<file path="config.mk">
export PLATFORM = sky130hd
export DESIGN_NAME = modular_inversion_flat
export DESIGN_NICKNAME = d
export VERILOG_FILES = /design/src/rtl/ecc_pkg.sv /design/src/rtl/modular_inversion_if.sv /design/src/rtl/mod_half.sv /design/src/rtl/modular_inversion.sv /design/src/flat_wrapper.sv
export SDC_FILE = /design/constraint.sdc
export NUM_CORES = 1
export LEC_CHECK = 0
export ABC_AREA = 1
export CAP_MARGIN = 20
export CORE_UTILIZATION = 61
export DETAILED_ROUTE_END_ITERATION = 8
export MAX_ROUTING_LAYER = met4
export PLACE_DENSITY = 0.91
export SYNTH_ARGS = -nofsm -noshare
export SYNTH_HDL_FRONTEND = slang
export SYNTH_SLANG_ARGS = --single-unit
</file>
<file path="constraint.sdc">
create_clock -name clk -period 5.1 [get_ports clk]
set_input_delay 0.51 -clock clk [delete_from_list [all_inputs] [get_ports clk]]
set_output_delay 0.51 -clock clk [all_outputs]
set_load 0.02 [all_outputs]
</file>
<file path="src/rtl/ecc_pkg.sv">
`default_nettype none
// ============================================================================
// Module      : ecc_pkg
// Description : Shared ECC datapath definitions: default operand width and
//               the IDLE/RUN/DONE state encoding used by the sequencers.
// Revision    : 1.0 - initial release
// ============================================================================
package ecc_pkg;

  localparam int N_DEFAULT = 10;

  localparam logic [1:0] ST_IDLE = 2'd0;
  localparam logic [1:0] ST_RUN  = 2'd1;
  localparam logic [1:0] ST_DONE = 2'd2;

  typedef enum logic [1:0] {
    S_IDLE = ST_IDLE,
    S_RUN  = ST_RUN,
    S_DONE = ST_DONE
  } state_t;

endpackage
`default_nettype wire

</file>
<file path="src/rtl/modular_inversion_if.sv">
`default_nettype none
// ============================================================================
// Module      : modular_inversion_if
// Description : Request/result bundle of the modular inverter. The master
//               side supplies modulus, operand and start; the slave side
//               returns busy, the inverse and the completion flags.
// Revision    : 1.0 - initial release
// ============================================================================
interface modular_inversion_if
  import ecc_pkg::*;
#(
  parameter int N = N_DEFAULT
) ();

  logic [N-1:0] p;
  logic [N-1:0] a;
  logic         start;
  logic         busy;
  logic [N-1:0] result;
  logic         result_ready;
  logic         no_inverse;

  modport master (
    output p, a, start,
    input  busy, result, result_ready, no_inverse
  );

  modport slave (
    input  p, a, start,
    output busy, result, result_ready, no_inverse
  );

endinterface
`default_nettype wire

</file>
<file path="src/rtl/mod_half.sv">
`default_nettype none
// ============================================================================
// Module      : mod_half
// Description : Modular halving x/2 mod p for odd p and x < p. An odd x has
//               p added first so the sum is even; the sum needs one extra bit.
// Revision    : 1.0 - initial release
// ============================================================================
module mod_half #(
  parameter int N = 10
) (
  input  wire [N-1:0] x,
  input  wire [N-1:0] p,
  output logic [N-1:0] h
);

  logic [N:0] sum;

  // Make the value even (adding p keeps the residue), then shift
  always_comb begin
    sum = {1'b0, x} + (x[0] ? {1'b0, p} : {(N+1){1'b0}});
    h   = N'(sum >> 1);
  end

endmodule
`default_nettype wire

</file>
<file path="src/rtl/modular_inversion.sv">
`default_nettype none
// ============================================================================
// Module      : modular_inversion
// Description : Binary extended Euclid inverter, a^-1 mod p, one reduction
//               step per clock. Invariants x1*a = u and x2*a = v (mod p)
//               hold throughout, so u == 1 or v == 1 yields the inverse.
// Revision    : 1.0 - initial release
// ============================================================================
module modular_inversion
  import ecc_pkg::*;
#(
  parameter int N = N_DEFAULT
) (
  input wire                 clk,
  input wire                 reset,
  modular_inversion_if.slave bus
);

  state_t       state_q, state_d;
  logic [N-1:0] u_q, u_d;
  logic [N-1:0] v_q, v_d;
  logic [N-1:0] x1_q, x1_d;
  logic [N-1:0] x2_q, x2_d;
  logic [N-1:0] pr_q, pr_d;
  logic [N-1:0] result_q, result_d;
  logic         ready_q, ready_d;
  logic         no_inv_q, no_inv_d;

  logic [N-1:0] x1_half;
  logic [N-1:0] x2_half;

  logic         u_ge_v;
  logic [N-1:0] sub_big, sub_small, sub_diff;
  logic [N-1:0] xa, xb, x_mod;
  logic [N:0]   xd;

  mod_half #(.N(N)) u_half_x1 (.x(x1_q), .p(pr_q), .h(x1_half));
  mod_half #(.N(N)) u_half_x2 (.x(x2_q), .p(pr_q), .h(x2_half));

  // One shared subtractor: operands swapped so the larger of u/v is reduced
  always_comb begin
    u_ge_v    = (u_q >= v_q);
    sub_big   = u_ge_v ? u_q  : v_q;
    sub_small = u_ge_v ? v_q  : u_q;
    xa        = u_ge_v ? x1_q : x2_q;
    xb        = u_ge_v ? x2_q : x1_q;
    sub_diff  = sub_big - sub_small;
    xd        = {1'b0, xa} - {1'b0, xb};
    // A borrow means xa < xb; adding pr wraps back into [0, pr-1]
    x_mod     = xd[N] ? (xd[N-1:0] + pr_q) : xd[N-1:0];
  end

  // Next-state and datapath update, one reduction per RUN cycle
  always_comb begin
    state_d  = state_q;
    u_d      = u_q;
    v_d      = v_q;
    x1_d     = x1_q;
    x2_d     = x2_q;
    pr_d     = pr_q;
    result_d = result_q;
    ready_d  = ready_q;
    no_inv_d = no_inv_q;
    case (state_q)
      S_IDLE, S_DONE: begin
        if (bus.start) begin
          u_d      = bus.a;
          v_d      = bus.p;
          x1_d     = N'(1);
          x2_d     = '0;
          pr_d     = bus.p;
          result_d = '0;
          ready_d  = 1'b0;
          no_inv_d = 1'b0;
          state_d  = S_RUN;
        end
      end
      S_RUN: begin
        if (u_q == '0) begin
          no_inv_d = 1'b1;
          state_d  = S_DONE;
        end else if (u_q == N'(1)) begin
          result_d = x1_q;
          ready_d  = 1'b1;
          state_d  = S_DONE;
        end else if (v_q == N'(1)) begin
          result_d = x2_q;
          ready_d  = 1'b1;
          state_d  = S_DONE;
        end else if (!u_q[0]) begin
          u_d  = u_q >> 1;
          x1_d = x1_half;
        end else if (!v_q[0]) begin
          v_d  = v_q >> 1;
          x2_d = x2_half;
        end else if (u_ge_v) begin
          u_d  = sub_diff;
          x1_d = x_mod;
        end else begin
          v_d  = sub_diff;
          x2_d = x_mod;
        end
      end
      default: state_d = S_IDLE;
    endcase
  end

  // State and datapath registers with synchronous active-low clear
  always_ff @(posedge clk) begin
    if (!reset) begin
      state_q  <= S_IDLE;
      u_q      <= '0;
      v_q      <= '0;
      x1_q     <= '0;
      x2_q     <= '0;
      pr_q     <= '0;
      result_q <= '0;
      ready_q  <= 1'b0;
      no_inv_q <= 1'b0;
    end else begin
      state_q  <= state_d;
      u_q      <= u_d;
      v_q      <= v_d;
      x1_q     <= x1_d;
      x2_q     <= x2_d;
      pr_q     <= pr_d;
      result_q <= result_d;
      ready_q  <= ready_d;
      no_inv_q <= no_inv_d;
    end
  end

  assign bus.busy         = (state_q == S_RUN);
  assign bus.result       = result_q;
  assign bus.result_ready = ready_q;
  assign bus.no_inverse   = no_inv_q;

endmodule
`default_nettype wire

</file>
<file path="src/flat_wrapper.sv">
// flat-port wrapper written by rule: the top's interface ports become plain ports
module modular_inversion_flat import ecc_pkg::*;
#(
  parameter int N = N_DEFAULT
)
  (clk, reset, bus_p, bus_a, bus_start, bus_busy, bus_result, bus_result_ready, bus_no_inverse);
  modular_inversion_if #(.N(N)) bus_i ();
  input wire clk;
  input wire reset;
  input wire logic [$bits(bus_i.p)-1:0] bus_p;
  input wire logic [$bits(bus_i.a)-1:0] bus_a;
  input wire logic [$bits(bus_i.start)-1:0] bus_start;
  output wire logic [$bits(bus_i.busy)-1:0] bus_busy;
  output wire logic [$bits(bus_i.result)-1:0] bus_result;
  output wire logic [$bits(bus_i.result_ready)-1:0] bus_result_ready;
  output wire logic [$bits(bus_i.no_inverse)-1:0] bus_no_inverse;
  assign bus_i.p = bus_p;
  assign bus_i.a = bus_a;
  assign bus_i.start = bus_start;
  assign bus_busy = bus_i.busy;
  assign bus_result = bus_i.result;
  assign bus_result_ready = bus_i.result_ready;
  assign bus_no_inverse = bus_i.no_inverse;
  modular_inversion #(.N(N)) u_core (.clk(clk), .reset(reset), .bus(bus_i));
endmodule
</file>
Word-level counts from Yosys, hierarchy flattened
Index checks and enable logic that the tools add are counted.
{ "word_totals": {"regBits": 64, "output_inout_bits": 13, "in_bits": 23} }
{ "op_classes": {"reduce_logical": 12, "eq_ne": 15, "order_cmp": 1, "muxes": 55, "n_addsub": 5} }
{ "ops": {"columns": ["operator", "count"], "rows": [
  ["10-bit 2-to-1 mux", 38],
  ["10-bit one-hot mux with 2 select lines", 5],
  ["10-bit by 11-bit adder with 11-bit output", 2],
  ["10-bit by 1-bit == test with 1-bit output (second input constant)", 2],
  ["7-bit AND reduction", 2],
  ["10-bit by 10-bit subtractor with 11-bit output", 1],
  ["10-bit adder", 1],
  ["10-bit greater-or-equal comparator", 1],
  ["10-bit zero test", 1],
  ["10-bit subtractor", 1],
  ["3-bit inequality test (second input constant)", 3],
  ["2-bit 2-to-1 mux", 4],
  ["2-bit inequality test (second input constant)", 4],
  ["6-bit AND reduction", 1],
  ["1-bit 2-to-1 mux", 5],
  ["5-bit AND reduction", 1],
  ["2-bit by 1-bit inequality test with 1-bit output (second input constant)", 2],
  ["4-bit by 1-bit inequality test with 1-bit output (second input constant)", 1],
  ["1-bit one-hot mux with 2 select lines", 2],
  ["2-bit one-hot mux with 2 select lines", 1],
  ["2-bit AND reduction", 2],
  ["4-bit AND reduction", 1],
  ["3-bit by 1-bit inequality test with 1-bit output (second input constant)", 1],
  ["3-bit AND reduction", 1],
  ["5 further kinds", 5]
]} }

Logic depth before layout (Yosys ltp)
{ "depth": {"depth_word": 12, "ltp_mapped": 36, "ltp_nobuf": 33} }

Modules after synthesis
A second synthesis with hierarchy kept.
{ "unflattened": {"hier_cells": 1026, "hier_area_um2": 6153.4} }
{ "by_module_without_submodules": {"columns": ["module", "n_inst", "area_per_inst_um2", "seq_area_each_um2", "cells_each"], "rows": [
  ["modular_inversion", 1, 4962.3, 1281.2, 806],
  ["mod_half at u_core.u_half_x1", 1, 599.3, 0.0, 110],
  ["mod_half at u_core.u_half_x2", 1, 591.8, 0.0, 110]
]} }

Worst setup path after synthesis
Ideal clock, no wire load.
{ "synth_timing": {"path_type": "register to register", "startpoint": "reg u_core.v_q[0]", "endpoint": "reg u_core.x1_q[9]", "setup_slack_ns": 0.915, "t_arrival_ns": 4.051, "setup_ns": 0.134, "stages_incl_launch_ff": 34, "synth_period_minus_slack_ns": 4.185, "path_buffers": 3, "cell_sequence": "dfxtp_1 clkinv_1 clkbuf_1 ha_1 nand2_1 nor2_1 nand3_2 nand4_2 buf_6 buf_12 nand2_2 o21ai_2 inv_1 ha_1 inv_1 nand2_1 nand2_1 nand2_1 nand3_1 nand3_1 and2_1 ha_1 inv_1 nor3_1 nand3_1 nand4_1 xor2_1 inv_1 nand2_1 nand2_1 nand2_1 nand2_1 nand2_1 a21oi_1"} }
{ "synth_via": {"elab_chain_cells": 12} }
{ "synth_lines": {"columns": ["item", "line", "source"], "rows": [
  ["start: declaration", "modular_inversion.sv:21", "logic [N-1:0] v_q, v_d;"],
  ["start signal: assignment", "modular_inversion.sv:123", "v_q <= v_d;"],
  ["10-bit greater-or-equal comparator", "modular_inversion.sv:42", "u_ge_v = (u_q >= v_q);"],
  ["10-bit 2-to-1 mux (on tied branches)", "modular_inversion.sv:45, modular_inversion.sv:46", null],
  ["10-bit by 10-bit subtractor with 11-bit output", "modular_inversion.sv:48", "xd = {1'b0, xa} - {1'b0, xb};"],
  ["10-bit adder", "modular_inversion.sv:50", "x_mod = xd[N] ? (xd[N-1:0] + pr_q) : xd[N-1:0];"],
  ["10-bit 2-to-1 mux", "modular_inversion.sv:50", null],
  ["10-bit 2-to-1 mux", "modular_inversion.sv:96", "end else if (u_ge_v) begin"],
  ["10-bit 2-to-1 mux", "modular_inversion.sv:93", "end else if (!v_q[0]) begin"],
  ["10-bit 2-to-1 mux", "modular_inversion.sv:90", "end else if (!u_q[0]) begin"],
  ["10-bit 2-to-1 mux", "modular_inversion.sv:86", "end else if (v_q == N'(1)) begin"],
  ["10-bit 2-to-1 mux", "modular_inversion.sv:82", "end else if (u_q == N'(1)) begin"],
  ["10-bit 2-to-1 mux", "modular_inversion.sv:79", "if (u_q == '0) begin"],
  ["10-bit one-hot mux with 2 select lines", "modular_inversion.sv:64", "case (state_q)"],
  ["end signal: assignment", "modular_inversion.sv:114", "x1_q <= '0;"],
  ["end signal: assignment", "modular_inversion.sv:124", "x1_q <= x1_d;"],
  ["end: declaration", "modular_inversion.sv:22", "logic [N-1:0] x1_q, x1_d;"]
]} }
Several ways; a longest one is shown, not always the timed one. The select of a mux whose other input is x is not followed.
A chain may end at the register's enable or synchronous reset.

Worst setup path in the final report
{ "layout_timing": {"startpoint": "reg u_core.v_q[5]", "endpoint": "reg u_core.x2_q[9]"} }
{ "layout_via": {"elab_chain_cells": 12} }
{ "layout_lines": {"columns": ["item", "line", "source"], "rows": [
  ["10-bit greater-or-equal comparator", "modular_inversion.sv:42", null],
  ["10-bit 2-to-1 mux (on tied branches)", "modular_inversion.sv:45, modular_inversion.sv:46", null],
  ["10-bit by 10-bit subtractor with 11-bit output", "modular_inversion.sv:48", null],
  ["10-bit adder", "modular_inversion.sv:50", null],
  ["10-bit 2-to-1 mux", "modular_inversion.sv:50", null],
  ["10-bit 2-to-1 mux", "modular_inversion.sv:96", null],
  ["10-bit 2-to-1 mux", "modular_inversion.sv:93", null],
  ["10-bit 2-to-1 mux", "modular_inversion.sv:90", null],
  ["10-bit 2-to-1 mux", "modular_inversion.sv:86", null],
  ["10-bit 2-to-1 mux", "modular_inversion.sv:82", null],
  ["10-bit 2-to-1 mux", "modular_inversion.sv:79", null],
  ["10-bit one-hot mux with 2 select lines", "modular_inversion.sv:64", null],
  ["end signal: assignment", "modular_inversion.sv:115", "x2_q <= '0;"],
  ["end signal: assignment", "modular_inversion.sv:125", "x2_q <= x2_d;"],
  ["end: declaration", "modular_inversion.sv:23", "logic [N-1:0] x2_q, x2_d;"]
]} }
Several ways; a longest one is shown, not always the timed one. The select of a mux whose other input is x is not followed.

==> flow_summary.ini <==
[logic_synthesis]
async_reset_ff_share_pct = 0
ys_seq_area_share_pct = 21.40
yosys-top-cells-area = dfxtp_1, nand2_1, a21oi_1
postSynthAreaPerCell_um2 = 6.073
syn_nets = 1053
synth_top_family_by_area = simple AND/OR/NAND/NOR gates
synth-edff-count = 0
synthTopCellsByCount = nand2_1, inv_1, a21oi_1
synth_fa_ha_area_share_pct = 9.570
yosysTopAreaCellShare_pct = 21.40
yosysWarnings = 0
synth_seq_cells = 64
muxShareOfSynthArea_pct = 0
netlist_area_um2 = 5988
synth_xor_area_share_pct = 2.486
synth_most_common_cell = nand2_1
yosysTopAreaCell = dfxtp_1
synthCells = 986
ys_types = 49
synth_compound_area_share_pct = 21.31
synth_ff_type = dfxtp_1
yosys.area_share.simple_pct = 33.68

[drt]
drc = 0
drt-initial-drc-count = 517
dr_total_vias = 6664
drtAntennaViolNets = 0
drt-total-wl_um = 17850
wl_per_cell_um = 15.62
dr.pass1.iters = 5
viasPerCell = 5.830

[clocking]
cts_resized = 0
cts.clk_slew.worst_paths_ns = 0.07
clkLatencyLatePin_ns = 0.36
cts_tree = built
cts.sinks = 64
cts_setup_buffers = 0
hold_buffers = 0
cts_buffers = 9
cts_max_path_buffers = 2
htreeDepth = 3
cts_root_buf = clkbuf_8

[floorplanning]
rows = 35
die_h_um = 101.1
coreArea_um2 = 9371
start_util_pct = 63.90
fp.dieW_um = 101.1
io_pins = 36
die_area_um2 = 10220

[final_layout]
nFillCells = 856
fin_nets = 1076
drive_gt1_share_pct = 7.002
fin_util_pct = 70.59
fin_cells = 1143
area.growth.synth_to_final_pct = 10.47
num_antenna_cells = 0

[grt]
grt_pass1_wl_um = 28820
grt_pass1_vias = 5933
antenna_found_initial = 0
grt_overflow = 0
grt_start_max_net_pins = 38
track_usage_pct = 37.27

[setup_path]
cpMostUsedCell = nand2_1
critPathArrivalTime_ns = 4.83
cp.required_ns = 5.32
critical-path-slowest-cell = dfxtp_1
start_kind = flop
critPathMaxStageDelay_ns = 0.46
path_buf_inv = 6
crit_path_max_fanout = 16
critPathCaptureType = flop
crit_family = simple AND/OR/NAND/NOR gates
path_class = reg2reg

[placed_design]
placed_cells = 1127
gp_congestion = 1.015
hpwl_um = 13630
io_buffers = 35
dp_worst_setup_slack_ns = 0.6608

[hold_path]
min-delay-path-class = reg2reg

[job]
cap_violations = 0

[timing]
rsz0062_at_grt = false
setup_viol = 0
finalCritPeriodShare_pct = 90.30
finalHoldViolations = 0
finalSetupTns_ns = 0
maxSlewHeadroom_pct = 39.47
slew_viol_final = 0
layout_setup_ws_ns = 0.4949
period_needed_ns = 4.605
max_freq_ghz = 0.2172
fin_skew_ns = 0.01925
tightest_slew_ns = 0.9055

[pwr]
p_leak_nw = 3.102
powerDensity_nw_per_um2 = 479.0
ir_worst_vdd_uv = 226.5
fin_total_pwr_w = 0.003169

[run_status]
outcome = completed
==> sequential cells by signal, summed over array words and instances (netlist names) <==
name / flops
u_core.bus.result: 10
u_core.pr_q: 10
u_core.u_q: 10
u_core.v_q: 10
u_core.x1_q: 10
u_core.x2_q: 10
u_core.state_q: 2
u_core.bus.no_inverse: 1
u_core.bus.result_ready: 1
==> tightest hold or removal path, delay by kind of cell (launching register included) <==
kind,cells,cell delay (ns)
AO/OA/AOI/OAI,1,0.05
flip-flops,1,0.31
AND/OR/NAND/NOR,1,0.06
==> power breakdown <==
part	internal [W]	switching, W	total (W)
registers	0.000553	0.0000814	0.000635
clock network	0.000290	0.000227	0.000517
logic	0.000659	0.00136	0.00202
==> path summary, 6_finish.rpt <==
| kind | slack [ns] | end | from | cells after the start |
|---|---|---|---|---|
| max | 0.49 | u_core.x2_q[9]$_SDFFE_PN0P_ | u_core.v_q[5]$_SDFFE_PN0P_ | 31 |
| min | 0.46 | u_core.bus.result[5]$_SDFFE_PN0P_ | u_core.bus.result[5]$_SDFFE_PN0P_ | 2 |
| max reg2reg | 0.49 | u_core.x2_q[9]$_SDFFE_PN0P_ | u_core.v_q[5]$_SDFFE_PN0P_ | 31 |
| min reg2reg | 0.46 | u_core.bus.result[5]$_SDFFE_PN0P_ | u_core.bus.result[5]$_SDFFE_PN0P_ | 2 |
==> routing by layer <==
metal  vias to the layer above  routed length (µm)  part of all wire [%]  global-route usage (%)
met5                         -                   0                     0                       -
met4                         0                 316                   1.8                   10.59
met3                        34                1896                    11                   4.092
met2                       332                7643                    43                   56.46
met1                      3016                7994                    45                   52.22
li1                       3282                   -                     -                       -
==> metrics by stage <==
stage	hold WS, ns	instance area [µm²]
detailed placement	0.4525	6386
global route	0.4828	6615
CTS	0.4622	6615
finish	0.4608	6615
global placement	0.4483	6386
floorplan	0.4620	5988
==> layout make-up <==
type	instances	area, µm²	share of cell area, %
well taps	129	161.4	2.440
flip-flops and latches	64	1281	19.37
multi-input cells	753	4015	60.70
clock buffers	10	137.6	2.081
repair buffers	43	410.4	6.204
clock inverters	6	91.34	1.381
inverters	138	518.0	7.831
==> layout by cell type (no fill, tap or decap), types with 9 or more instances in the layout <==
cell type and n:
or2_2 16, clkbuf_8 10, dfxtp_1 64, a21oi_1 112, nor2_1 87, xor2_1 10, o21ai_1 9, nand2_1 258
ha_1 41, o21ai_0 56, o211ai_1 12, nand3_1 58, nor3_1 14, inv_1 130, clkdlybuf4s50_1 35
==> cell families after synthesis <==
group	after synthesis
adder cells (fa/ha/maj)	44
XOR/XNOR	17
flip-flops	64
AND/OR/NAND/NOR	466
AO/OA/AOI/OAI	226
buffers and inverters	169
Power figures use the tool's default switching activity.
